$ cat src/rtl/axi_slave_axis_pkg.sv
// rtl/axi_slave_axis_pkg.sv - shared FSM encodings and response codes for axi_slave_axis
package axi_slave_axis_pkg;

    typedef enum logic [1:0] {
        W_IDLE = 2'd0,
        W_DATA = 2'd1,
        W_RESP = 2'd2
    } w_state_e;

    typedef enum logic {
        R_IDLE = 1'b0,
        R_DATA = 1'b1
    } r_state_e;

    localparam logic [1:0] RESP_OKAY   = 2'b00;
    localparam logic [1:0] RESP_SLVERR = 2'b10;

    // AXI size code that matches a full-width beat of data_w bits
    function automatic logic [2:0] beat_size(input int data_w);
        beat_size = 3'($clog2(data_w / 8));
    endfunction

endpackage

$ cat src/rtl/axi_slave_axis_beat_cnt.sv
// rtl/axi_slave_axis_beat_cnt.sv - saturating beat counter with clear and enable
module axi_slave_axis_beat_cnt #(
    parameter int CNT_W = 9
) (
    input  logic             clk_i,
    input  logic             rst_i,
    input  logic             clr_i,
    input  logic             en_i,
    output logic [CNT_W-1:0] cnt_o
);

    logic [CNT_W-1:0] r_cnt;

    always_ff @(posedge clk_i) begin
        if (rst_i || clr_i) begin
            r_cnt <= '0;
        end else if (en_i && (r_cnt != {CNT_W{1'b1}})) begin
            r_cnt <= r_cnt + CNT_W'(1);
        end
    end

    assign cnt_o = r_cnt;

endmodule

$ cat src/rtl/axi_slave_axis.sv
// rtl/axi_slave_axis.sv - AXI slave bridging write bursts to a stream out and a stream in to read bursts
module axi_slave_axis
    import axi_slave_axis_pkg::*;
#(
    parameter int AXI_ADDR_W = 24,
    parameter int AXI_DATA_W = 32,
    parameter int AXI_LEN_W  = 8,
    parameter int AXI_ID_W   = 1
) (
    input  logic                    clk_i,
    input  logic                    rst_i,

    input  logic [AXI_ID_W-1:0]     axi_awid_i,
    input  logic [AXI_ADDR_W-1:0]   axi_awaddr_i,
    input  logic [AXI_LEN_W-1:0]    axi_awlen_i,
    input  logic [2:0]              axi_awsize_i,
    input  logic                    axi_awvalid_i,
    output logic                    axi_awready_o,

    input  logic [AXI_DATA_W-1:0]   axi_wdata_i,
    input  logic [AXI_DATA_W/8-1:0] axi_wstrb_i,
    input  logic                    axi_wlast_i,
    input  logic                    axi_wvalid_i,
    output logic                    axi_wready_o,

    output logic [AXI_ID_W-1:0]     axi_bid_o,
    output logic [1:0]              axi_bresp_o,
    output logic                    axi_bvalid_o,
    input  logic                    axi_bready_i,

    input  logic [AXI_ID_W-1:0]     axi_arid_i,
    input  logic [AXI_ADDR_W-1:0]   axi_araddr_i,
    input  logic [AXI_LEN_W-1:0]    axi_arlen_i,
    input  logic [2:0]              axi_arsize_i,
    input  logic                    axi_arvalid_i,
    output logic                    axi_arready_o,

    output logic [AXI_ID_W-1:0]     axi_rid_o,
    output logic [AXI_DATA_W-1:0]   axi_rdata_o,
    output logic [1:0]              axi_rresp_o,
    output logic                    axi_rlast_o,
    output logic                    axi_rvalid_o,
    input  logic                    axi_rready_i,

    output logic [AXI_DATA_W-1:0]   axis_out_data_o,
    output logic [AXI_ADDR_W-1:0]   axis_out_addr_o,
    output logic                    axis_out_last_o,
    output logic                    axis_out_valid_o,
    input  logic                    axis_out_ready_i,

    input  logic [AXI_DATA_W-1:0]   axis_in_data_i,
    input  logic                    axis_in_valid_i,
    output logic                    axis_in_ready_o
);

    localparam logic [2:0] SIZE_OK = beat_size(AXI_DATA_W);

    w_state_e                r_w_state;
    r_state_e                r_r_state;
    logic [AXI_ID_W-1:0]     r_awid;
    logic [AXI_ADDR_W-1:0]   r_awaddr;
    logic [AXI_LEN_W-1:0]    r_awlen;
    logic                    r_w_err;
    logic [AXI_ID_W-1:0]     r_arid;
    logic [AXI_LEN_W-1:0]    r_arlen;
    logic                    r_r_err;

    logic [AXI_LEN_W:0]      w_w_cnt;
    logic [AXI_LEN_W:0]      w_r_cnt;

    // Every handshake output is held low while reset is asserted
    logic w_run;
    logic w_w_idle, w_w_data, w_w_resp, w_r_idle, w_r_data;
    logic w_aw_hs, w_w_hs, w_b_hs, w_ar_hs, w_r_hs;
    logic w_w_cnt_match, w_rlast;

    assign w_run    = !rst_i;
    assign w_w_idle = w_run && (r_w_state == W_IDLE);
    assign w_w_data = w_run && (r_w_state == W_DATA);
    assign w_w_resp = w_run && (r_w_state == W_RESP);
    assign w_r_idle = w_run && (r_r_state == R_IDLE);
    assign w_r_data = w_run && (r_r_state == R_DATA);

    assign w_aw_hs = w_w_idle && axi_awvalid_i;
    assign w_w_hs  = w_w_data && axi_wvalid_i && axis_out_ready_i;
    assign w_b_hs  = w_w_resp && axi_bready_i;
    assign w_ar_hs = w_r_idle && axi_arvalid_i;
    assign w_r_hs  = w_r_data && axis_in_valid_i && axi_rready_i;

    assign w_w_cnt_match = (w_w_cnt == {1'b0, r_awlen});
    assign w_rlast       = w_r_data && (w_r_cnt == {1'b0, r_arlen});

    axi_slave_axis_beat_cnt #(.CNT_W(AXI_LEN_W + 1)) u_w_cnt (
        .clk_i (clk_i),
        .rst_i (rst_i),
        .clr_i (w_aw_hs),
        .en_i  (w_w_hs),
        .cnt_o (w_w_cnt)
    );

    axi_slave_axis_beat_cnt #(.CNT_W(AXI_LEN_W + 1)) u_r_cnt (
        .clk_i (clk_i),
        .rst_i (rst_i),
        .clr_i (w_ar_hs),
        .en_i  (w_r_hs),
        .cnt_o (w_r_cnt)
    );

    always_ff @(posedge clk_i) begin
        if (rst_i) begin
            r_w_state <= W_IDLE;
            r_awid    <= '0;
            r_awaddr  <= '0;
            r_awlen   <= '0;
            r_w_err   <= 1'b0;
        end else begin
            case (r_w_state)
                W_IDLE: if (w_aw_hs) begin
                    r_awid    <= axi_awid_i;
                    r_awaddr  <= axi_awaddr_i;
                    r_awlen   <= axi_awlen_i;
                    r_w_err   <= (axi_awsize_i != SIZE_OK);
                    r_w_state <= W_DATA;
                end
                // The burst only ends on wlast; a wlast on the wrong beat flags an error
                W_DATA: if (w_w_hs && axi_wlast_i) begin
                    if (!w_w_cnt_match) r_w_err <= 1'b1;
                    r_w_state <= W_RESP;
                end
                W_RESP: if (w_b_hs) r_w_state <= W_IDLE;
                default: r_w_state <= W_IDLE;
            endcase
        end
    end

    always_ff @(posedge clk_i) begin
        if (rst_i) begin
            r_r_state <= R_IDLE;
            r_arid    <= '0;
            r_arlen   <= '0;
            r_r_err   <= 1'b0;
        end else begin
            case (r_r_state)
                R_IDLE: if (w_ar_hs) begin
                    r_arid    <= axi_arid_i;
                    r_arlen   <= axi_arlen_i;
                    r_r_err   <= (axi_arsize_i != SIZE_OK);
                    r_r_state <= R_DATA;
                end
                R_DATA: if (w_r_hs && w_rlast) r_r_state <= R_IDLE;
                default: r_r_state <= R_IDLE;
            endcase
        end
    end

    assign axi_awready_o    = w_w_idle;
    assign axi_wready_o     = w_w_data && axis_out_ready_i;
    assign axis_out_valid_o = w_w_data && axi_wvalid_i;
    assign axis_out_data_o  = axi_wdata_i;
    assign axis_out_last_o  = w_w_data && axi_wlast_i;
    assign axis_out_addr_o  = r_awaddr;

    assign axi_bvalid_o = w_w_resp;
    assign axi_bid_o    = r_awid;
    assign axi_bresp_o  = r_w_err ? RESP_SLVERR : RESP_OKAY;

    assign axi_arready_o   = w_r_idle;
    assign axi_rvalid_o    = w_r_data && axis_in_valid_i;
    assign axis_in_ready_o = w_r_data && axi_rready_i;
    assign axi_rdata_o     = axis_in_data_i;
    assign axi_rid_o       = r_arid;
    assign axi_rresp_o     = r_r_err ? RESP_SLVERR : RESP_OKAY;
    assign axi_rlast_o     = w_rlast;

    // Write strobes and read address carry no meaning for a stream bridge
    logic w_unused_ok;
    assign w_unused_ok = ^{axi_wstrb_i, axi_araddr_i};

endmodule
$ cat config.mk
export PLATFORM = sky130hd
export DESIGN_NAME = axi_slave_axis
export DESIGN_NICKNAME = d
export VERILOG_FILES = /design/src/rtl/axi_slave_axis_pkg.sv /design/src/rtl/axi_slave_axis_beat_cnt.sv /design/src/rtl/axi_slave_axis.sv
export SDC_FILE = /design/constraint.sdc
export NUM_CORES = 1
export LEC_CHECK = 0
export BUFFER_PORTS_ARGS = -buffer_cell sky130_fd_sc_hd__buf_2
export CAP_MARGIN = 20
export CORE_AREA = 3 3 96 98
export DETAILED_ROUTE_END_ITERATION = 12
export DIE_AREA = 0 0 99 101
export PLACE_DENSITY = 0.8
export SYNTH_ARGS = -nofsm -noshare
export SYNTH_HDL_FRONTEND = slang
export SYNTH_SLANG_ARGS = --single-unit
$ cat constraint.sdc
create_clock -name clk_i -period 3.5 [get_ports clk_i]
set_input_delay 0.7 -clock clk_i [delete_from_list [all_inputs] [get_ports clk_i]]
set_output_delay 0.7 -clock clk_i [all_outputs]
set_load 0.02 [all_outputs]
==> flow_summary.html <==
<table>
<tr><th>Metric</th><th>Value</th></tr>
<tr><th colspan="2">Critical path</th></tr>
<tr><td>Source of the critical timing path</td><td>u_r_cnt.cnt_o[3]</td></tr>
<tr><td>Endpoint of the lowest-slack register-to-register path</td><td>u_w_cnt.cnt_o[7]</td></tr>
<tr><td>Worst reg2reg path depth</td><td>8</td></tr>
<tr><td>CP startpoint kind</td><td>flip-flop</td></tr>
<tr><td>Worst-case register-to-register setup slack</td><td>1660 ps</td></tr>
<tr><td>Crit path max fanout</td><td>6</td></tr>
<tr><td>Required time of the critical path</td><td>2800 ps</td></tr>
<tr><td>Reg-to-reg critical path startpoint</td><td>u_w_cnt.cnt_o[0]</td></tr>
<tr><td>Critical Path Sink</td><td>axi_rlast_o</td></tr>
<tr><td>Category of the most critical setup path</td><td>flip-flop to output port</td></tr>
<tr><td>Worst endpoint data arrival time</td><td>1770 ps</td></tr>
<tr><td>Critical path capture point type</td><td>output port</td></tr>
<tr><th colspan="2">Logic synthesis</th></tr>
<tr><td>Average footprint of a synthesized cell</td><td>8.38 sq um</td></tr>
<tr><td>Proportion of netlist area held by the largest area contributor</td><td>37.6%</td></tr>
<tr><td>Number of warnings issued by yosys</td><td>0</td></tr>
<tr><td>Cell area after technology mapping</td><td>3460 sq um</td></tr>
<tr><td>Main area contributors after synthesis</td><td>sky130_fd_sc_hd__dfxtp_1, sky130_fd_sc_hd__buf_4, sky130_fd_sc_hd__nand2b_1, sky130_fd_sc_hd__xnor2_1, sky130_fd_sc_hd__o21ai_0</td></tr>
<tr><td>EDFF count, synth</td><td>0</td></tr>
<tr><td>Library cell occupying the most area in the post-synthesis netlist</td><td>sky130_fd_sc_hd__dfxtp_1</td></tr>
<tr><td>Fraction of registers with async set or reset after synthesis</td><td>0%</td></tr>
<tr><td>Mapped Cells</td><td>413</td></tr>
<tr><td>Number of distinct library cell variants in the gate-level netlist after synthesis</td><td>38</td></tr>
<tr><td>Register area share after synthesis</td><td>37.6%</td></tr>
<tr><td>Most frequently used flop master after synthesis</td><td>sky130_fd_sc_hd__dfxtp_1</td></tr>
<tr><td>Flip-flop and latch count after synthesis</td><td>65</td></tr>
<tr><th colspan="2">Global route</th></tr>
<tr><td>Initial antenna violation count</td><td>0</td></tr>
<tr><td>Wire length of the first global-routing pass</td><td>11,700 microns</td></tr>
<tr><td>Maximum number of pins on one net before global-route repair</td><td>49</td></tr>
<tr><td>Vias in the first global route</td><td>2,581</td></tr>
<tr><td>Tot GR Track Use</td><td>14.4%</td></tr>
<tr><td>Global route overflow</td><td>0</td></tr>
<tr><th colspan="2">STA</th></tr>
<tr><td>Worst Tran Pin Value</td><td>628 ps</td></tr>
<tr><td>Hold Worst Slack</td><td>468 ps</td></tr>
<tr><td>Time the final worst path needs with I/O delays and setup</td><td>2470 ps</td></tr>
<tr><td>Tcrit/Tclk final</td><td>70.6%</td></tr>
<tr><td>Number of failing hold endpoints at the final stage</td><td>0</td></tr>
<tr><td>Final max-slew violation count</td><td>0</td></tr>
<tr><td>Setup repair after global routing missed its margin</td><td>no</td></tr>
<tr><td>Final setup TNS</td><td>0 ps</td></tr>
<tr><td>Max-Slew Margin vs Limit</td><td>58.1%</td></tr>
<tr><td>F_max</td><td>405 MHz</td></tr>
<tr><td>Finish-stage setup viols</td><td>0</td></tr>
<tr><td>Skew final</td><td>10.3 ps</td></tr>
<tr><th colspan="2">Clocking</th></tr>
<tr><td>Max H-tree Level</td><td>3</td></tr>
<tr><td>Num Clock Sinks</td><td>65</td></tr>
<tr><td>Root Buffer</td><td>sky130_fd_sc_hd__clkbuf_8</td></tr>
<tr><td>Number of clock buffers inserted by TritonCTS</td><td>9</td></tr>
<tr><td>Hold_buf cts</td><td>0</td></tr>
<tr><td>Longest Clk Path Bufs</td><td>2</td></tr>
<tr><td>Clock transition at the registers of the reported paths</td><td>70 ps</td></tr>
<tr><td>Count of cells resized by post-cts repair</td><td>0</td></tr>
<tr><td>TritonCTS clock tree</td><td>yes</td></tr>
<tr><td>Setup Fix Bufs, Post-CTS</td><td>0</td></tr>
<tr><td>Worst-Skew Late Latency</td><td>340 ps</td></tr>
<tr><th colspan="2">Run</th></tr>
<tr><td>Maximum capacitance violations</td><td>0</td></tr>
<tr><th colspan="2">Cells and area</th></tr>
<tr><td>Fraction of final layout cells with drive strength greater than 1</td><td>28.2%</td></tr>
<tr><td>Most common library cell in the layout ignoring fill and taps</td><td>sky130_fd_sc_hd__buf_2</td></tr>
<tr><td>Layout Utilization</td><td>42.7%</td></tr>
<tr><td>Final net count</td><td>585</td></tr>
<tr><td>Number of standard cells in the final layout excluding fillers</td><td>544</td></tr>
<tr><td>Area added between synthesis and finish</td><td>5.53%</td></tr>
<tr><td>Antenna cell count</td><td>0</td></tr>
<tr><td>Leading cell types in the layout, fill and taps excluded</td><td>sky130_fd_sc_hd__buf_2, sky130_fd_sc_hd__dfxtp_1, sky130_fd_sc_hd__nand2_1, sky130_fd_sc_hd__nand2b_1, sky130_fd_sc_hd__o21ai_0</td></tr>
<tr><th colspan="2">Route</th></tr>
<tr><td>Average detailed-routed wire length per instance</td><td>13.2 microns</td></tr>
<tr><td>Average vias per placed instance</td><td>4.76</td></tr>
<tr><td>Final Routed Wirelength</td><td>7200 microns</td></tr>
<tr><td>DRC</td><td>0</td></tr>
<tr><td>Antenna Violating Nets Remaining</td><td>0</td></tr>
<tr><td>Drt pass-1 iters</td><td>4</td></tr>
<tr><td>Drt initial violations</td><td>60</td></tr>
<tr><td>Via Count</td><td>2,591</td></tr>
<tr><th colspan="2">Floorplanning</th></tr>
<tr><td>Chip Width</td><td>99 microns</td></tr>
<tr><td>Standard-cell row count</td><td>34</td></tr>
<tr><td>Effective utilization at floorplan</td><td>40.5%</td></tr>
<tr><td>Chip height</td><td>101 microns</td></tr>
<tr><td>Area of the core</td><td>8550 sq um</td></tr>
<tr><td>Total Die Area</td><td>10000 sq um</td></tr>
<tr><td>Top-level port count</td><td>253</td></tr>
<tr><th colspan="2">Place</th></tr>
<tr><td>IO buf count</td><td>94</td></tr>
<tr><td>Final Wtd Congestion</td><td>0.846</td></tr>
<tr><td>HPWL after detailed placement</td><td>5280 microns</td></tr>
<tr><td>Instance count after placement with tap cells included</td><td>528</td></tr>
<tr><th colspan="2">Pwr</th></tr>
<tr><td>Peak VDD IR</td><td>227 uV</td></tr>
<tr><td>Total power</td><td>1.56 mW</td></tr>
<tr><td>Power density relative to cell area</td><td>429 nW/um^2</td></tr>
<tr><td>Leakage power of the design</td><td>1.50 nW</td></tr>
<tr><th colspan="2">Status</th></tr>
<tr><td>Outcome</td><td>completed</td></tr>
<tr><th colspan="2">Hold path</th></tr>
<tr><td>Min-delay src</td><td>axis_out_addr_o[7]</td></tr>
<tr><td>Worst hold-check path type</td><td>flip-flop to flip-flop</td></tr>
</table>
-- how the worst min path moves through the flow --
stage                                     to  cells past startpoint  slack (ps)
final                     axis_out_addr_o[7]                      2         470
after CTS                 axis_out_addr_o[7]                      2         470
after floorplan                   r_awlen[2]                      2         460
after detailed placement  axis_out_addr_o[7]                      2         460
after global routing      axis_out_addr_o[7]                      2         500
after global placement    axis_out_addr_o[7]                      2         450
-- layout make-up --
cell class | count | area [sq um]
fill | 880 | 4900
inverter | 1 | 3.75
tap | 108 | 135
sequential | 65 | 1300
multi-input combinational | 258 | 1540
clock buffer | 9 | 124
timing repair buffer | 96 | 498
clock inverter | 7 | 47.5
-- cells by family after synthesis --
group / Yosys count / synth area share, %
AOI/OAI and AO/OA: 54 / 8.14
xor gates and xnor gates: 30 / 7.60
adders and majority gates: 4 / 1.45
other: 1 / 0.108
buffers and inverters: 91 / 18.2
DFF: 65 / 37.6
and+or+nand+nor: 168 / 26.9
-- cell usage after synthesis, drive strengths merged (9+ instances only) --
| master | count |
|---|---|
| buf | 80 |
| clkbuf | 10 |
| dfxtp | 65 |
| nand2 | 50 |
| nand2b | 44 |
| nand3 | 9 |
| nor2 | 27 |
| nor4 | 10 |
| o21ai | 46 |
| xnor2 | 28 |
-- routing by layer --
layer,GRT usage [%],share of wire [%],vias up,routed length (microns)
li1,-,-,1319,-
met1,16.9,43,1141,3090
met2,22.2,45,92,3250
met3,4.98,8.0,39,578
met4,9.56,3.9,0,282
met5,0,0,-,0
-- report_power, final --
part,switching [mW],internal [mW]
logic,0.121,0.0878
registers,0.0266,0.779
clock network,0.295,0.255
total,0.443,1.12
-- worst max-delay path: stages (launching register included) --
cell	delay, ps
sky130_fd_sc_hd__dfxtp_1	460
sky130_fd_sc_hd__xnor2_1	150
sky130_fd_sc_hd__nand4_1	140
sky130_fd_sc_hd__nor4_1	440
sky130_fd_sc_hd__buf_2	250
-- per-stage QoR --
step | setup slack (ps) | instance area, sq um
global route | 966 | 3650
floorplan | 1110 | 3460
detailed placement | 1130 | 3480
CTS | 1040 | 3650
global placement | 1170 | 3480
finish | 1030 | 3650
-- flip-flops by register name (all words and copies together) (netlist names) --
register / flops
axis_out_addr_o: 24
r_w_state: 2
r_r_err: 1
r_awlen: 8
r_arlen: 8
axi_bid_o: 1
u_r_cnt.cnt_o: 9
axi_rid_o: 1
r_r_state: 1
r_w_err: 1
u_w_cnt.cnt_o: 9
(Power assumes the default switching activity.)
